$ cat config.mk
export PLATFORM = sky130hd
export DESIGN_NAME = regfile_mp
export DESIGN_NICKNAME = d
export VERILOG_FILES = /design/src/rtl/regfile_mp.sv
export SDC_FILE = /design/constraint.sdc
export NUM_CORES = 1
export LEC_CHECK = 0
export BUFFER_PORTS_ARGS = -buffer_cell sky130_fd_sc_hd__buf_2
export CORE_AREA = 2 2 399 401
export DETAILED_ROUTE_END_ITERATION = 6
export DIE_AREA = 0 0 401 403
export PLACE_DENSITY_LB_ADDON = 0.1
export SETUP_SLACK_MARGIN = 0.3
export SLEW_MARGIN = 20
export SYNTH_ARGS = -nofsm -noshare
export SYNTH_HDL_FRONTEND = slang
export SYNTH_SLANG_ARGS = --single-unit
$ cat constraint.sdc
create_clock -name clk -period 6 [get_ports clk]
set_input_delay 0.9 -clock clk [delete_from_list [all_inputs] [get_ports clk]]
set_output_delay 0.9 -clock clk [all_outputs]
set_load 0.01 [all_outputs]
$ cat src/rtl/regfile_mp.sv
// Multi-read-port register file with same-cycle write bypass and a pending-write scoreboard.
// Storage is cleared one entry per cycle after reset or i_clear so the array stays RAM-mappable.
module regfile_mp #(
  parameter int XLEN     = 32,
  parameter int NREGS    = 32,
  parameter int NRD      = 2,
  parameter bit ZERO_REG = 1'b1,
  parameter bit BYPASS   = 1'b1,
  localparam int AW      = $clog2(NREGS)
) (
  input  logic                clk,
  input  logic                rst,
  input  logic                clk_en,
  input  logic                i_clear,
  output logic                o_busy,
  input  logic                i_we,
  input  logic [AW-1:0]       i_waddr,
  input  logic [XLEN-1:0]     i_wdata,
  input  logic                i_rsv_en,
  input  logic [AW-1:0]       i_rsv_addr,
  input  logic [NRD*AW-1:0]   i_raddr,
  output logic [NRD*XLEN-1:0] o_rdata,
  output logic [NRD-1:0]      o_pending
);

  // state   | meaning
  // S_IDLE  | normal operation: writes, reservations, reads
  // S_CLEAR | zeroing mem[ptr] each cycle; all accesses ignored
  typedef enum logic {S_IDLE, S_CLEAR} state_t;

  localparam logic [AW-1:0] LAST = AW'(NREGS - 1);

  state_t          state_q, state_d;
  logic [AW-1:0]   ptr_q, ptr_d;
  logic            clr_wr;
  logic            idle;
  logic            wr_ok;
  logic            rsv_ok;
  logic            fwd_ok;
  logic [XLEN-1:0] mem [NREGS];
  logic [NREGS-1:0] pend_q, pend_d;

  assign idle   = (state_q == S_IDLE);
  assign o_busy = (state_q == S_CLEAR);

  // rst drops any write presented in the same cycle.
  assign wr_ok  = idle && clk_en && i_we && !rst && !(ZERO_REG && (i_waddr == '0));
  assign rsv_ok = idle && clk_en && i_rsv_en && !rst;
  assign fwd_ok = BYPASS && idle && clk_en && i_we;

  always_ff @(posedge clk) begin
    if (rst) begin
      state_q <= S_CLEAR;
      ptr_q   <= '0;
    end else begin
      state_q <= state_d;
      ptr_q   <= ptr_d;
    end
  end

  always_comb begin
    state_d = state_q;
    ptr_d   = ptr_q;
    clr_wr  = 1'b0;
    case (state_q)
      S_IDLE: begin
        if (i_clear) begin
          state_d = S_CLEAR;
          ptr_d   = '0;
        end
      end
      S_CLEAR: begin
        clr_wr = 1'b1;
        if (i_clear) begin
          ptr_d = '0;
        end else if (ptr_q == LAST) begin
          state_d = S_IDLE;
          ptr_d   = '0;
        end else begin
          ptr_d = ptr_q + 1'b1;
        end
      end
      default: begin
        state_d = S_CLEAR;
        ptr_d   = '0;
      end
    endcase
  end

  // Single write port: clear and normal writes are mutually exclusive by state.
  always_ff @(posedge clk) begin
    if (clr_wr && !rst) begin
      mem[ptr_q] <= '0;
    end else if (wr_ok) begin
      mem[i_waddr] <= i_wdata;
    end
  end

  // A reservation is applied after the write's release so a same-cycle set wins.
  always_comb begin
    pend_d = pend_q;
    if (idle && clk_en && i_we) pend_d[i_waddr] = 1'b0;
    if (rsv_ok) pend_d[i_rsv_addr] = 1'b1;
    if (ZERO_REG) pend_d[0] = 1'b0;
  end

  always_ff @(posedge clk) begin
    if (rst || !idle || i_clear) begin
      pend_q <= '0;
    end else begin
      pend_q <= pend_d;
    end
  end

  for (genvar k = 0; k < NRD; k++) begin : g_rd
    logic [AW-1:0]   addr;
    logic [XLEN-1:0] rdata;
    logic            pend;

    assign addr = i_raddr[k*AW +: AW];

    always_comb begin
      rdata = '0;
      pend  = 1'b0;
      if (!o_busy) begin
        if (ZERO_REG && (addr == '0)) begin
          rdata = '0;
          pend  = 1'b0;
        end else if (fwd_ok && (i_waddr == addr)) begin
          rdata = i_wdata;
          pend  = 1'b0;
        end else begin
          rdata = mem[addr];
          pend  = pend_q[addr];
        end
      end
    end

    assign o_rdata[k*XLEN +: XLEN] = rdata;
    assign o_pending[k]            = pend;
  end

endmodule

* After elaboration in Yosys (flattened, before gate mapping)
Memories as Yosys holds them, arrays and structs flattened. Cells that the tools add are included.
Operators by class: $lt $le $gt $ge 6, divide/modulo/power cells 0, $add $sub $neg 1, equality and inequality tests 4, reductions and logical operators 19, muxes and demuxes 39, multiply operators 0, bitwise logic cells 4, shifts and indexed selects 0
Operators by type and width (number):
- $mux W32 | 9
- $and A32 B32 Y32 | 1
- $not A32 Y32 | 1
- $or A32 B32 Y32 | 1
- $reduce_or A32 Y1 | 1
- $lt A5 B6 Y1 const B | 4
- $mux W1 | 20
- $mux W5 | 4
- $logic_not A5 Y1 | 3
- $logic_and A1 B1 Y1 | 11
- $bmux W1 S5 | 2
- $demux W1 S5 | 2
- $eq A5 B5 Y1 | 2
- $ge A5 B1 Y1 const B | 2
- $pmux W5 S2 | 1
- $add A5 B1 Y5 const B | 1
- $eq A5 B5 Y1 const B | 1
- $logic_not A1 Y1 | 2
- $logic_or A1 B1 Y1 | 2
- $ne A2 B2 Y1 const B | 1
- $pmux W1 S2 | 1
- $not A1 Y1 | 1
Word-level totals: input port bits 58, ROM bits 0, RAM bits 1024, bits in latches 0, logic and storage cells 78, output and inout bits 67, flip-flop bits (word level) 38, memories kept 1
Memory list:
- mem | depth 32, bits a word 32, rd ports 2, clocked after memory_dff 0, write ports 1, line 40 | logic [XLEN-1:0] mem [NREGS];

* Longest topological paths before layout
depth in word-level cells 10, depth in mapped cells 10, gate-level depth less buffers 7

* Worst setup path before layout
Ideal clock, no wire load.
path kind in2reg, from in i_waddr[3], to mem mem[15][0] (enable), arrival time 3.603 ns, buffers on the path 1, required time 5.579 ns, setup slack 1.976 ns, cell stages on the path 5, library setup time 0.421 ns, path through clkbuf_1 nor3_1 a211oi_1 a31oi_1 nor2_1
On the way: word-level cells in the longest chain between the ends 8, elaborated cells on any way between the ends 9, those cells by class mux (5); reduce/logical (4)
Ends and longest elaborated chain:
- from (decl) | line 17 | input logic [AW-1:0] i_waddr,
- $logic_not A5 Y1 | line 47 | assign wr_ok = idle && clk_en && i_we && !rst && !(ZERO_REG && (i_waddr == '0));
- $logic_not A1 Y1 | line 47
- $logic_and A1 B1 Y1 | line 47
- $mux W1 | line 94 | end else if (wr_ok) begin
- $mux W1 | line 92 | if (clr_wr && !rst) begin
- $mux W1 (implied by the code) | line 95 | mem[i_waddr] <= i_wdata;
- $reduce_or A32 Y1 (no line)
- $mux W5 (no line) or $mux W1 (tied branches)
- to (decl) | line 40
Parallel ways exist; a longest one is shown, timed or not.

* Worst setup path after layout
from reg state_q (netlist: o_busy), to out o_rdata[10]
On the way: word-level cells in the longest chain between the ends 7
Ends and longest elaborated chain:
- from (decl) | line 33 | state_t state_q, state_d;
- from (signal assigned) | line 56 | state_q <= state_d;
- $not A1 Y1
- $logic_and A1 B1 Y1 (2 in a row) | line 49 | assign fwd_ok = BYPASS && idle && clk_en && i_we;
- $logic_and A1 B1 Y1 | line 129 | end else if (fwd_ok && (i_waddr == addr)) begin
- $mux W32 | line 129
- $mux W32 | line 126 | if (ZERO_REG && (addr == '0)) begin
- $mux W32 (*) | line 125 | if (!o_busy) begin
- to (decl) | line 22 | output logic [NRD*XLEN-1:0] o_rdata,
Every way passes the cells marked *; elsewhere a longest branch is shown, timed or not.

==> flow_metrics.tcl <==
set metrics [dict create \
    status "finished clean" \
    clk_latency_ns 0.74 \
    syn_area_per_cell_um2 16.26 \
    cellPowerDensity_nw_per_um2 273.0 \
    routed_wl_um 192100 \
    slew_headroom_pct 21.67 \
    boundaryPins 125 \
    synth_top_area_share_pct 59.55 \
    vias 32930 \
    die_area_um2 161600 \
    max_stage_delay_ns 0.85 \
    cts_tree "built" \
    path_cells "nor2_1, nand2_1, a221o_1, a21oi_1, buf_2" \
    start_util_pct 32.79 \
    path_class "reg -> out" \
    ys.flop_type "edfxtp_1" \
    cp_num_buf_inv 1 \
    synth-edff-count 1024 \
    fin_crit_ns 4.957 \
    cap_violations 0 \
    tightestPinTransition_ns 1.172 \
    grt_pass1_wl_um 268600 \
    drcViolationCount 0 \
    grt_antenna_before_repair 6 \
    p_leak_nw 16.90 \
    yosysUniqueCellTypes 54 \
    ys_warn_count 0 \
    synth_top_cell_by_area "edfxtp_1" \
    synth_fp_nets 3235 \
    cp-end-kind "output port" \
    portBuffers 124 \
    area_growth_pct 14.23 \
    synth_seq_cells 1061 \
    instances_no_fill 5453 \
    cts_setup_buffers 0 \
    crit_family "simple AND/OR/NAND/NOR gates" \
    p_comb_share_pct 5.6 \
    slowest_stage "nand2_1" \
    postSynth.asyncResetShare_pct 0 \
    wl_per_cell_um 35.23 \
    grt_usage_pct 23.46 \
    yosysSeqAreaShare_pct 60.98 \
    synth.area.top_cells "edfxtp_1 60%, mux4_2 15%, mux2i_1 5.0%" \
    peakVddDrop_mv 0.2744 \
    firstDrtPassIters 5 \
    clkPwrFrac_pct 44.5 \
    dp_cells 5236 \
    fin_nets 3346 \
    synthCells 3175 \
    timing.setup.tns_ns 0 \
    fp.dieW_um 401 \
    hp-class "in -> reg" \
    syn-cell-area_um2 51640 \
    cts.clk_slew.worst_paths_ns 0.06 \
    cp.required_ns 5.10 \
    fmax_mhz 201.7 \
    cp_max_fo 23 \
    cts_buffer_depth 3 \
    cts_resized 0 \
    setup_viol 0 \
    vias_per_cell 6.038 \
    cts-hold-fix-buffers 0 \
    cts_sinks 1061 \
    rows 146 \
    critPathLaunchType "flop" \
    final_hold_viol_count 0 \
    grt_setup_unrepaired "false" \
    finClkSkew_ns 0.02362 \
    total_power_mw 16.11 \
    drive_gt1_share_pct 29.76 \
    hpwl_um 110900 \
    p_sw_mw 3.647 \
    critPathArrivalTime_ns 4.06 \
    ant_nets 0 \
    slew_violations 0 \
    first_iter_violations 3216 \
    n_fill_cell 14560 \
    cts-buffers-inserted 119 \
    grt_pass1_vias 33530 \
    p_int_mw 12.46 \
    grt_max_degree 86 \
    cts.htree.levels 3 \
    core_um2 157500 \
    die_h_um 403 \
    clockRootBuffer "clkbuf_16" \
    p_sw_share_pct 22.65 \
    overflow 0 \
    layout_worst_path_cycle_share_pct 82.62 \
    seq_power_share_pct 49.9 \
    gp_congestion 0.8190 \
]
[layer usage]
layer,GRT usage [%],wire [µm],vias to the layer above
met4,7.203,5855,0
met2,39.47,93850,1409
met3,3.033,11450,284
met5,0,0,-
met1,31.61,80930,17820
li1,-,-,13420
[cell type report]
| class | count | area [µm²] | share of cell area (%) |
|---|---|---|---|
| clock buffer | 151 | 3257 | 5.521 |
| multi-input combinational | 1844 | 19180 | 32.52 |
| inverter | 7 | 28.78 | 0.04879 |
| tap | 2072 | 2592 | 4.395 |
| timing repair buffer | 253 | 1903 | 3.226 |
| sequential | 1061 | 31490 | 53.38 |
| clock inverter | 61 | 523.0 | 0.8866 |
| antenna | 4 | 10.01 | 0.01697 |
[synth_stat cells (all sizes together) (2+ instances only)]
library cell and count:
a211o 51, a211oi 132, a21oi 107, a221o 12, a221oi 14, a22oi 13, a311o 2, a31oi 9
a41oi 2, and2 64, and3 2, and3b 3, buf 141, clkbuf 122, dfxtp 37, edfxtp 1024
ha 2, inv 6, mux2 168, mux2i 257, mux4 350, nand2 93, nand2b 20, nand3 6
nand3b 6, nor2 158, nor2b 40, nor3 48, nor3b 19, nor4 26, nor4bb 2, o2111ai 18
o21ai 53, o221ai 59, o22ai 79, or2 5, or3 3, xnor2 6, xor2 5
[worst paths after layout]
path,start,end,slack [ns],cells after the start
worst max-delay path,o_busy$_SDFF_PP1_,o_rdata[10],1.04,5
worst min register to register,pend_q[21]$_SDFF_PP0_,pend_q[21]$_SDFF_PP0_,0.50,2
worst min-delay path,i_rsv_addr[1],pend_q[31]$_SDFF_PP0_,0.48,3
worst max register to register,o_busy$_SDFF_PP1_,mem[21][27]$_DFFE_PP_,2.09,5
[state kept, by name, indices dropped and copies added, names as in the netlist]
name    flops
mem      1024
ptr_q       5
o_busy      1
pend_q     31
[cells in the final DEF, fill, tap and decap left out, types with 8 or more instances in the layout]
| master | instances |
|---|---|
| nor3_1 | 48 |
| nor2_4 | 33 |
| clkbuf_1 | 18 |
| buf_4 | 110 |
| o221ai_1 | 59 |
| a211o_1 | 51 |
| a31oi_1 | 8 |
| nor2b_1 | 39 |
| clkinv_2 | 18 |
| edfxtp_1 | 1024 |
| o2111ai_1 | 18 |
| mux2i_1 | 257 |
| dfxtp_1 | 37 |
| o22ai_1 | 79 |
| and2_1 | 51 |
| a221oi_1 | 14 |
| a221o_1 | 12 |
| nand2b_1 | 18 |
| a211oi_1 | 131 |
| mux2_2 | 168 |
| and2_2 | 13 |
| nor4_1 | 24 |
| clkbuf_16 | 124 |
| o21ai_0 | 53 |
| mux4_2 | 350 |
| clkinv_1 | 27 |
| a21oi_1 | 104 |
| buf_12 | 19 |
| nor2_1 | 125 |
| a22oi_1 | 13 |
| nor3b_1 | 18 |
| nand2_1 | 92 |
| buf_2 | 116 |
[tightest hold or removal path: cells and delay by family]
family          cells  cell delay [ns]
buf+inv             1             0.15
simple gates        1             0.08
compound gates      1             0.06
[logic make-up (layout without fill, tap and decap cells)]
group           Yosys count  count (layout)  synth area share (%)
xor+xnor                 11              11                0.1866
other cells               0               4                     0
mux                     775             775                 23.91
compound gates          555             555                 7.504
buf+inv                 270             472                 2.503
simple gates            501             501                 4.865
flops                  1061            1061                 60.98
fa+ha+maj                 2               2               0.04845
[through the flow]
stage | setup WS [ns] | hold slack [ns] | area (µm²) | util, %
after floorplan | 1.976 | 0.4603 | 51640 | -
after global placement | 1.128 | 0.4759 | 55150 | 35.02
after detailed placement | 1.122 | 0.4867 | 55170 | 35.03
after CTS | 1.007 | 0.4328 | 58950 | 37.43
after global routing | 0.9183 | 0.4737 | 58980 | 37.45
final | 1.043 | 0.4815 | 58990 | 37.46
[power by group through the flow]
stage | registers [mW] | clock network, mW | logic [mW]
floorplan | 8.19 | 0 | 0.585
global placement | 8.19 | 0 | 0.904
detailed placement | 8.19 | 0 | 0.905
CTS | 8.03 | 7.31 | 0.908
global route | 8.03 | 7.60 | 0.948
finish | 8.03 | 7.16 | 0.908
Power figures use the tool's default switching activity.
